$ cat src/rtl/cache_pkg.sv
`default_nettype none
// ============================================================================
// Module      : cache_pkg
// Description : Shared types and defaults for the cache port arbiter slice.
// Revision    : 1.0 - initial release
// ============================================================================
package cache_pkg;

    localparam int ADDR_WIDTH_DEF = 32;
    localparam int DATA_WIDTH_DEF = 32;
    localparam int STAT_WIDTH_DEF = 16;

    typedef enum logic [1:0] {
        IDLE   = 2'd0,
        LOOKUP = 2'd1,
        REREAD = 2'd2
    } state_t;

    typedef logic req_id_t;

    function automatic logic [1:0] req_onehot(input req_id_t id);
        return {id, ~id};
    endfunction

endpackage
`default_nettype wire

$ cat src/rtl/cache_port_arbiter_if.sv
`default_nettype none
// ============================================================================
// Module      : cache_port_arbiter_if
// Description : Two-requester request/response bundle of the cache front end.
// Revision    : 1.0 - initial release
// ============================================================================
interface cache_port_arbiter_if
    import cache_pkg::*;
#(
    parameter int ADDR_WIDTH = ADDR_WIDTH_DEF,
    parameter int DATA_WIDTH = DATA_WIDTH_DEF
) ();

    logic [1:0]              req_valid;
    logic [1:0]              req_ready;
    logic [1:0]              req_is_write;
    logic [2*ADDR_WIDTH-1:0] req_addr;
    logic [2*DATA_WIDTH-1:0] req_wdata;
    logic [1:0]              resp_valid;
    logic                    resp_hit;
    logic [DATA_WIDTH-1:0]   resp_data;

    // Requesters drive the request fields; the arbiter owns ready and responses.
    modport master (
        output req_valid, req_is_write, req_addr, req_wdata,
        input  req_ready, resp_valid, resp_hit, resp_data
    );

    modport slave (
        input  req_valid, req_is_write, req_addr, req_wdata,
        output req_ready, resp_valid, resp_hit, resp_data
    );

endinterface
`default_nettype wire

$ cat src/rtl/rr_arbiter_2.sv
`default_nettype none
// ============================================================================
// Module      : rr_arbiter_2
// Description : Two-way round-robin arbiter with registered last grant.
// Revision    : 1.0 - initial release
// ============================================================================
module rr_arbiter_2
    import cache_pkg::*;
(
    input  logic       clk,
    input  logic       reset,
    input  logic [1:0] req,
    input  logic       advance,
    output logic [1:0] grant,
    output req_id_t    last_grant
);

    req_id_t w_pick;
    req_id_t r_last;

    always_comb begin
        w_pick = 1'b0;
        case (req)
            2'b01:   w_pick = 1'b0;
            2'b10:   w_pick = 1'b1;
            2'b11:   w_pick = ~r_last;
            default: w_pick = 1'b0;
        endcase
    end

    assign grant      = advance ? req_onehot(w_pick) : 2'b00;
    assign last_grant = r_last;

    // Reset to 1 so requester 0 wins the first contention.
    always_ff @(posedge clk) begin
        if (reset) begin
            r_last <= 1'b1;
        end else if (advance) begin
            r_last <= w_pick;
        end
    end

endmodule
`default_nettype wire

$ cat src/rtl/cache_port_arbiter.sv
`default_nettype none
// ============================================================================
// Module      : cache_port_arbiter
// Description : Round-robin front end sequencing requests through the cache.
// Revision    : 1.0 - initial release
// ============================================================================
module cache_port_arbiter
    import cache_pkg::*;
#(
    parameter int ADDR_WIDTH = ADDR_WIDTH_DEF,
    parameter int DATA_WIDTH = DATA_WIDTH_DEF,
    parameter int STAT_WIDTH = STAT_WIDTH_DEF
) (
    input  logic                  clk,
    input  logic                  reset,
    cache_port_arbiter_if.slave   req_if,
    output logic                  cache_req,
    output logic [ADDR_WIDTH-1:0] cache_address,
    output logic                  cache_is_write,
    output logic [DATA_WIDTH-1:0] cache_write_data,
    input  logic                  cache_hit,
    input  logic [DATA_WIDTH-1:0] cache_read_data,
    output logic [STAT_WIDTH-1:0] hit_count,
    output logic [STAT_WIDTH-1:0] miss_count
);

    state_t                r_state;
    state_t                w_next;
    logic                  w_advance;
    logic                  w_lookup;
    logic [1:0]            w_grant;
    req_id_t               w_last_grant;
    logic                  r_is_write;
    logic [ADDR_WIDTH-1:0] r_addr;
    logic [DATA_WIDTH-1:0] r_wdata;
    logic [1:0]            r_resp_valid;
    logic                  r_resp_hit;
    logic [DATA_WIDTH-1:0] r_resp_data;
    logic [STAT_WIDTH-1:0] r_hit_count;
    logic [STAT_WIDTH-1:0] r_miss_count;

    assign w_advance = (r_state == IDLE) && (|req_if.req_valid);
    assign w_lookup  = (r_state == LOOKUP);

    // last_grant only moves on an accept, so it names the in-flight owner.
    rr_arbiter_2 u_arb (
        .clk        (clk),
        .reset      (reset),
        .req        (req_if.req_valid),
        .advance    (w_advance),
        .grant      (w_grant),
        .last_grant (w_last_grant)
    );

    always_ff @(posedge clk) begin
        if (reset) begin
            r_state <= IDLE;
        end else begin
            r_state <= w_next;
        end
    end

    always_comb begin
        w_next = r_state;
        case (r_state)
            IDLE:    if (w_advance) w_next = LOOKUP;
            LOOKUP:  w_next = (cache_hit || r_is_write) ? IDLE : REREAD;
            REREAD:  w_next = IDLE;
            default: w_next = IDLE;
        endcase
    end

    always_ff @(posedge clk) begin
        if (reset) begin
            r_is_write   <= 1'b0;
            r_addr       <= '0;
            r_wdata      <= '0;
            r_resp_valid <= '0;
            r_resp_hit   <= 1'b0;
            r_resp_data  <= '0;
            r_hit_count  <= '0;
            r_miss_count <= '0;
        end else begin
            r_resp_valid <= '0;
            if (w_advance) begin
                r_is_write <= w_grant[1] ? req_if.req_is_write[1] : req_if.req_is_write[0];
                r_addr     <= w_grant[1] ? req_if.req_addr[2*ADDR_WIDTH-1:ADDR_WIDTH]
                                         : req_if.req_addr[ADDR_WIDTH-1:0];
                r_wdata    <= w_grant[1] ? req_if.req_wdata[2*DATA_WIDTH-1:DATA_WIDTH]
                                         : req_if.req_wdata[DATA_WIDTH-1:0];
            end
            if (w_lookup) begin
                if (cache_hit) begin
                    if (r_hit_count != '1) r_hit_count <= r_hit_count + STAT_WIDTH'(1);
                end else begin
                    if (r_miss_count != '1) r_miss_count <= r_miss_count + STAT_WIDTH'(1);
                end
                if (cache_hit || r_is_write) begin
                    r_resp_valid <= req_onehot(w_last_grant);
                    r_resp_hit   <= cache_hit;
                    r_resp_data  <= r_is_write ? r_wdata : cache_read_data;
                end
            end
            // The refill landed on the LOOKUP edge; the hit path now shows the line.
            if (r_state == REREAD) begin
                r_resp_valid <= req_onehot(w_last_grant);
                r_resp_hit   <= 1'b0;
                r_resp_data  <= cache_read_data;
            end
        end
    end

    assign req_if.req_ready  = w_grant;
    assign req_if.resp_valid = r_resp_valid;
    assign req_if.resp_hit   = r_resp_hit;
    assign req_if.resp_data  = r_resp_data;

    assign cache_req        = w_lookup;
    assign cache_address    = r_addr;
    assign cache_is_write   = r_is_write & w_lookup;
    assign cache_write_data = r_wdata;
    assign hit_count        = r_hit_count;
    assign miss_count       = r_miss_count;

endmodule
`default_nettype wire

$ cat src/flat_wrapper.sv
// flat-port wrapper written by rule: the top's interface ports become plain ports
module cache_port_arbiter_flat import cache_pkg::*;
#(
    parameter int ADDR_WIDTH = ADDR_WIDTH_DEF,
    parameter int DATA_WIDTH = DATA_WIDTH_DEF,
    parameter int STAT_WIDTH = STAT_WIDTH_DEF
)
  (clk, reset, cache_req, cache_address, cache_is_write, cache_write_data, cache_hit, cache_read_data, hit_count, miss_count, req_if_req_valid, req_if_req_is_write, req_if_req_addr, req_if_req_wdata, req_if_req_ready, req_if_resp_valid, req_if_resp_hit, req_if_resp_data);
  cache_port_arbiter_if #(.ADDR_WIDTH(ADDR_WIDTH), .DATA_WIDTH(DATA_WIDTH)) req_if_i ();
  input  logic clk;
  input  logic reset;
  output logic cache_req;
  output logic [ADDR_WIDTH-1:0] cache_address;
  output logic cache_is_write;
  output logic [DATA_WIDTH-1:0] cache_write_data;
  input  logic cache_hit;
  input  logic [DATA_WIDTH-1:0] cache_read_data;
  output logic [STAT_WIDTH-1:0] hit_count;
  output logic [STAT_WIDTH-1:0] miss_count;
  input wire logic [$bits(req_if_i.req_valid)-1:0] req_if_req_valid;
  input wire logic [$bits(req_if_i.req_is_write)-1:0] req_if_req_is_write;
  input wire logic [$bits(req_if_i.req_addr)-1:0] req_if_req_addr;
  input wire logic [$bits(req_if_i.req_wdata)-1:0] req_if_req_wdata;
  output wire logic [$bits(req_if_i.req_ready)-1:0] req_if_req_ready;
  output wire logic [$bits(req_if_i.resp_valid)-1:0] req_if_resp_valid;
  output wire logic [$bits(req_if_i.resp_hit)-1:0] req_if_resp_hit;
  output wire logic [$bits(req_if_i.resp_data)-1:0] req_if_resp_data;
  assign req_if_i.req_valid = req_if_req_valid;
  assign req_if_i.req_is_write = req_if_req_is_write;
  assign req_if_i.req_addr = req_if_req_addr;
  assign req_if_i.req_wdata = req_if_req_wdata;
  assign req_if_req_ready = req_if_i.req_ready;
  assign req_if_resp_valid = req_if_i.resp_valid;
  assign req_if_resp_hit = req_if_i.resp_hit;
  assign req_if_resp_data = req_if_i.resp_data;
  cache_port_arbiter #(.ADDR_WIDTH(ADDR_WIDTH), .DATA_WIDTH(DATA_WIDTH), .STAT_WIDTH(STAT_WIDTH)) u_core (.clk(clk), .reset(reset), .req_if(req_if_i), .cache_req(cache_req), .cache_address(cache_address), .cache_is_write(cache_is_write), .cache_write_data(cache_write_data), .cache_hit(cache_hit), .cache_read_data(cache_read_data), .hit_count(hit_count), .miss_count(miss_count));
endmodule
$ cat config.mk
export PLATFORM = sky130hd
export DESIGN_NAME = cache_port_arbiter_flat
export DESIGN_NICKNAME = d
export VERILOG_FILES = /design/src/rtl/cache_pkg.sv /design/src/rtl/cache_port_arbiter_if.sv /design/src/rtl/rr_arbiter_2.sv /design/src/rtl/cache_port_arbiter.sv /design/src/flat_wrapper.sv
export SDC_FILE = /design/constraint.sdc
export NUM_CORES = 1
export LEC_CHECK = 0
export CAP_MARGIN = 30
export CORE_MARGIN = 5
export CORE_UTILIZATION = 35
export DETAILED_ROUTE_END_ITERATION = 6
export PLACE_DENSITY_LB_ADDON = 0.25
export SYNTH_ARGS = -nofsm -noshare
export SYNTH_HDL_FRONTEND = slang
export SYNTH_HIERARCHICAL = 1
export SYNTH_SLANG_ARGS = --single-unit
$ cat constraint.sdc
create_clock -name clk -period 9.08 [get_ports clk]
set_clock_uncertainty 0.2 [all_clocks]
set_input_delay 1.816 -clock clk [delete_from_list [all_inputs] [get_ports clk]]
set_output_delay 1.816 -clock clk [all_outputs]
set_load 0.01 [all_outputs]
Word-level counts from Yosys, hierarchy flattened
Index checks and enable logic that the tools add are counted.

Register bits after elaboration: 135. Bits of input ports: 167. Output and inout bits: 135. Logic and storage cells: 49.

Add/subtract/negate cells: 2. Equal/unequal tests: 7. Mux-type cells: 15. Bitwise logic cells: 4. Reduce and logical (&&, ||, !) cells: 11.

Operator list (count): $mux W32 (6); $add A16 B1 Y16 const B (2); $ne A16 B16 Y1 const B (2); $mux W2 (6); $eq A2 B2 Y1 const B (3); $reduce_and A3 Y1 (2); $pmux W2 S2 (1); $reduce_and A2 Y1 (2); $reduce_bool A2 Y1 (2); $reduce_or A2 Y1 (2); $not A1 Y1 (3); $eq A2 B1 Y1 const B (1); $logic_not A2 Y1 (1); $ne A2 B2 Y1 const B (1); $pmux W1 S2 (1); $and A1 B1 Y1 (1); $logic_and A1 B1 Y1 (1); $logic_or A1 B1 Y1 (1); $mux W1 (1).

Longest topological paths before layout
Depth after elaboration: 5. Gate-level depth with buffers: 11. Gate-level depth less buffers: 6.

By module
Netlist, hierarchy kept.

Modules (own cells, without submodules): cache_port_arbiter (times used 1, cells an instance 666, area an instance 6117.1 µm², seq. area each 2682.6 µm²); rr_arbiter_2 (times used 1, cells an instance 6, area an instance 53.8 µm², seq. area each 20.0 µm²).

Worst setup path before layout
OpenSTA, ideal clock, no wires.

Path type: input port to output port. From: input port req_if_req_valid[1]. To: output port req_if_req_ready[0]. Data arrival time: 3.069 ns. Data required time: 7.064 ns. Path slack: 3.995 ns. Stages on the path: 6. Buffers on the path: 3. Cell sequence: nor2_1 > nor2b_1 > clkbuf_1 > clkbuf_1 > clkbuf_1 > a21boi_0.

Elaborated cells on any way between the ends: 7. Those cells by class: eq/ne (2); mux (2); bitwise (1); reduce/logical (2).

RTL lines: start, declared (line flat_wrapper.sv:20) `input wire logic [$bits(req_if_i.req_valid)-1:0] req_if_req_valid;`; $reduce_or A2 Y1 (line cache_port_arbiter.sv:42) `assign w_advance = (r_state == IDLE) && (|req_if.req_valid);`; $logic_and A1 B1 Y1 (line cache_port_arbiter.sv:42); via u_core.w_advance (line cache_port_arbiter.sv:29) `logic w_advance;`; $mux W2 (line rr_arbiter_2.sv:31) `assign grant = advance ? req_onehot(w_pick) : 2'b00;`; end, declared (line flat_wrapper.sv:24) `output wire logic [$bits(req_if_i.req_ready)-1:0] req_if_req_ready;`.

The timed path passes the listed nets, and every way through them passes these cells.

Worst setup path after layout
From: input port req_if_req_valid[1]. To: output port req_if_req_ready[1].

Cells in the longest elaborated chain, start to end: 3. Elaborated cells on any way between the ends: 6. Those cells by class: eq/ne (2); mux (2); reduce/logical (2).

RTL lines (line): $eq A2 B2 Y1 or $reduce_or A2 Y1 (tied branches) (rr_arbiter_2.sv:23, cache_port_arbiter.sv:42); $pmux W1 S2 or $logic_and A1 B1 Y1 (tied branches) (rr_arbiter_2.sv:23, cache_port_arbiter.sv:42); $mux W2 * (rr_arbiter_2.sv:31).

Mark *: on every way between the ends. The rest lies on a longest branch, timed or not.

==> impl_metrics.py <==
metrics = {
    "power_and_ir_drop": {
        "pwr-share-seq": 0.375,
        "internal_power_uw": 1350,
        "pwr-share-clk": 0.402,
        "power_uw": 1820,
        "p_comb_frac": 0.223,
        "power_switching_uw": 474,
        "power_per_cell_area_mw_per_mm2": 183,
        "swShare": 0.260,
        "peakVddDrop_uv": 134,
        "p_leak_uw": 0.00367,
    },
    "global_route": {
        "grt-ovfl-total": 0,
        "grt_max_degree": 104,
        "grt_pass1_wl_um": 31300,
        "antenna_found_initial": 0,
        "grt_pass1_vias": 5690,
        "grt_usage": 0.196,
    },
    "layout": {
        "register_area_mm2": 0.00270,
        "area_growth_pct": 61.7,
        "multiInputGateArea_mm2": 0.00323,
        "final_core_util": 0.577,
        "nNetsFinal": 1117,
        "stdcell_count": 1183,
        "drive_gt1_frac": 0.0616,
        "fill_cells": 1553,
        "n_antenna_cell": 0,
    },
    "floorplanning": {
        "rows": 48,
        "initial_utilization": 0.357,
        "die_area_mm2": 0.0204,
        "dieWidth_um": 143,
        "core_area_mm2": 0.0173,
        "fp.dieH_um": 143,
        "io_pins": 302,
    },
    "synthesis": {
        "synth_common_cells": "dfxtp_1 (135), nor2_1 (113), mux2i_1 (99), a211oi_1 (97), clkbuf_1 (35)",
        "ys_types": 45,
        "synthAdderAreaFrac": 0.0101,
        "synth_edf_count": 0,
        "synth_ff_type": "dfxtp_1",
        "synthTopCellsByArea": "dfxtp_1 (44%), mux2i_1 (16%), a211oi_1 (12%), nor2_1 (6.9%), clkbuf_1 (2.1%)",
        "synthSimpleGateAreaFrac": 0.162,
        "synth_top_cell_by_area": "dfxtp_1",
        "synthCells": 672,
        "synth_seq_cells": 135,
        "ys_seq_area_frac": 0.438,
        "synth_top_family_by_area": "compound AO/OA/AOI/OAI gates",
        "synthMuxAreaShare": 0.173,
        "netlist_area_mm2": 0.00617,
        "synth_fp_nets": 844,
        "synth_compound_area_frac": 0.175,
        "async_flop_share": 0,
        "yosysTopAreaCellShare": 0.438,
        "syn_area_per_cell_um2": 9.18,
        "synth.most_common_cell": "dfxtp_1",
        "yosys_warnings": 6,
        "synth_xor_area_frac": 0,
    },
    "clock_tree": {
        "cts.repair.resized": 0,
        "root_buffer": "clkbuf_16",
        "cts_buffers": 17,
        "clock_latency_ns": 0.41,
        "clk_path_buf_depth": 2,
        "cts_tree": "built",
        "path_clk_slew_ns": 0.05,
        "cts_setup_buffers": 0,
        "postCtsHoldBufs": 0,
        "h-tree-depth": 4,
        "clock_sinks": 135,
    },
    "detailed_routing": {
        "dr.pass1.iters": 4,
        "first_iter_violations": 242,
        "drc": 0,
        "detail_route.wl_per_cell_um": 17.2,
        "route.final.wire_length_um": 20300,
        "via_per_inst": 5.02,
        "vias": 5943,
        "final_antenna_net_count": 0,
    },
    "sta": {
        "relSlewSlack": 0.348,
        "hold-worst-slack_ns": 0.286,
        "setup_viol": 0,
        "timing_hold_violations_final": 0,
        "rsz0062_at_grt": "false",
        "setup_tns_ns": 0,
        "slew_viol_final": 0,
        "fin_crit_sh": 0.657,
        "finalCriticalPeriod_ns": 5.97,
        "worst_pin_slew_ns": 0.978,
        "fmax_mhz": 168,
    },
    "placement": {
        "dp.cells": 1151,
        "gp_congestion": 0.819,
        "io_buffers": 301,
        "post-dp-hpwl_um": 15200,
    },
    "min_path": {
        "whs_path_depth": 2,
        "worstHoldPathType": "register to register",
    },
    "status": {
        "status": "finished, final reports clean",
    },
    "critical_path": {
        "start_kind": "input port",
        "worstSetupEndpointType": "primary output",
        "cp_max_fo": 32,
        "crit_type": "input port to primary output",
        "r2r_cells": 8,
        "cp_data_required_time_ns": 7.06,
        "cp_data_arrival_time_ns": 3.95,
    },
    "run": {
        "max-cap-violations": 0,
    },
}
[stage by stage]
step                area, um2  setup slack [ns]
floorplan                6170              4.00
global placement         9320              3.09
detailed placement       9340              3.09
CTS                      9980              3.08
global route             9980              2.95
finish                   9980              3.11
[power by group through the flow]
stage                     clock network (uW)  logic [uW]  registers, uW
after floorplan                            0         163            715
after global placement                     0         408            695
after detailed placement                   0         411            696
after CTS                                751         413            684
after global routing                     779         440            691
final                                    732         406            683
[registers in the layout, indices dropped and copies added, names as in the netlist]
signal	flops
u_core/hit_count	16
u_core/u_arb/last_grant	1
u_core/r_state	2
u_core/cache_write_data	32
u_core/req_if.resp_hit	1
u_core/cache_address	32
u_core/req_if.resp_valid	2
u_core/r_is_write	1
u_core/miss_count	16
u_core/req_if.resp_data	32
[kinds of logic (layout without fill, tap and decap cells)]
| family | count (synthesis) | in the layout |
|---|---|---|
| AND/OR/NAND/NOR | 207 | 207 |
| flip-flops | 135 | 135 |
| AO/OA/AOI/OAI | 153 | 153 |
| buffers and inverters | 66 | 352 |
| adder cells (fa/ha/maj) | 5 | 5 |
| multiplexers | 106 | 106 |
[critical path, cell delays in order]
cell,delay (ns)
clkdlybuf4s50_1,0.55
nor2_1,0.12
nor2b_4,0.56
and3_4,0.33
clkdlybuf4s50_1,0.57
[cells in the final DEF, fill, tap and decap left out, types with 2 or more instances in the layout]
| master | n |
|---|---|
| mux2_2 | 7 |
| and4_1 | 3 |
| or3_1 | 6 |
| or4_1 | 11 |
| nand3_1 | 11 |
| ha_1 | 5 |
| bufinv_16 | 4 |
| nor2_1 | 113 |
| nand2_1 | 14 |
| clkdlybuf4s50_1 | 300 |
| a211oi_1 | 97 |
| a31oi_1 | 3 |
| clkinv_4 | 2 |
| nor2b_1 | 8 |
| dfxtp_1 | 135 |
| o21ai_0 | 7 |
| clkbuf_16 | 17 |
| inv_1 | 12 |
| clkinv_2 | 3 |
| clkinvlp_4 | 3 |
| clkbuf_8 | 2 |
| mux2i_1 | 99 |
| o31ai_1 | 11 |
| a21oi_1 | 24 |
| nor4_1 | 5 |
| buf_4 | 7 |
| or2_2 | 4 |
| nand4_1 | 8 |
| nor3_1 | 8 |
| and2_1 | 2 |
| o41ai_1 | 3 |
[worst paths after layout]
check / from / end / slack, ns
worst max-delay path: req_if_req_valid[1] / req_if_req_ready[1] / 3.11
worst min register to register: u_core/r_state[1] / u_core/r_state[1] / 0.29
worst max register to register: u_core/r_state[0] / u_core/cache_write_data[1] / 6.07
worst min-delay path: u_core/r_state[1] / u_core/r_state[1] / 0.29
[metal layers]
layer  up-vias  track usage  part of all wire
met5         -            0                 0
met4         0       0.0610             0.015
met3        20       0.0720             0.079
met2       182        0.327              0.50
met1      2694        0.236              0.41
li1       3047            -                 -
[layout make-up]
cell class | count | share of cell area
tap | 225 | 0.0282
sequential | 135 | 0.271
inverter | 12 | 0.00452
multi-input combinational | 471 | 0.324
clock buffer | 20 | 0.0458
timing repair buffer | 308 | 0.309
clock inverter | 12 | 0.0176
Note: power is estimated with default switching activity, not from simulation.
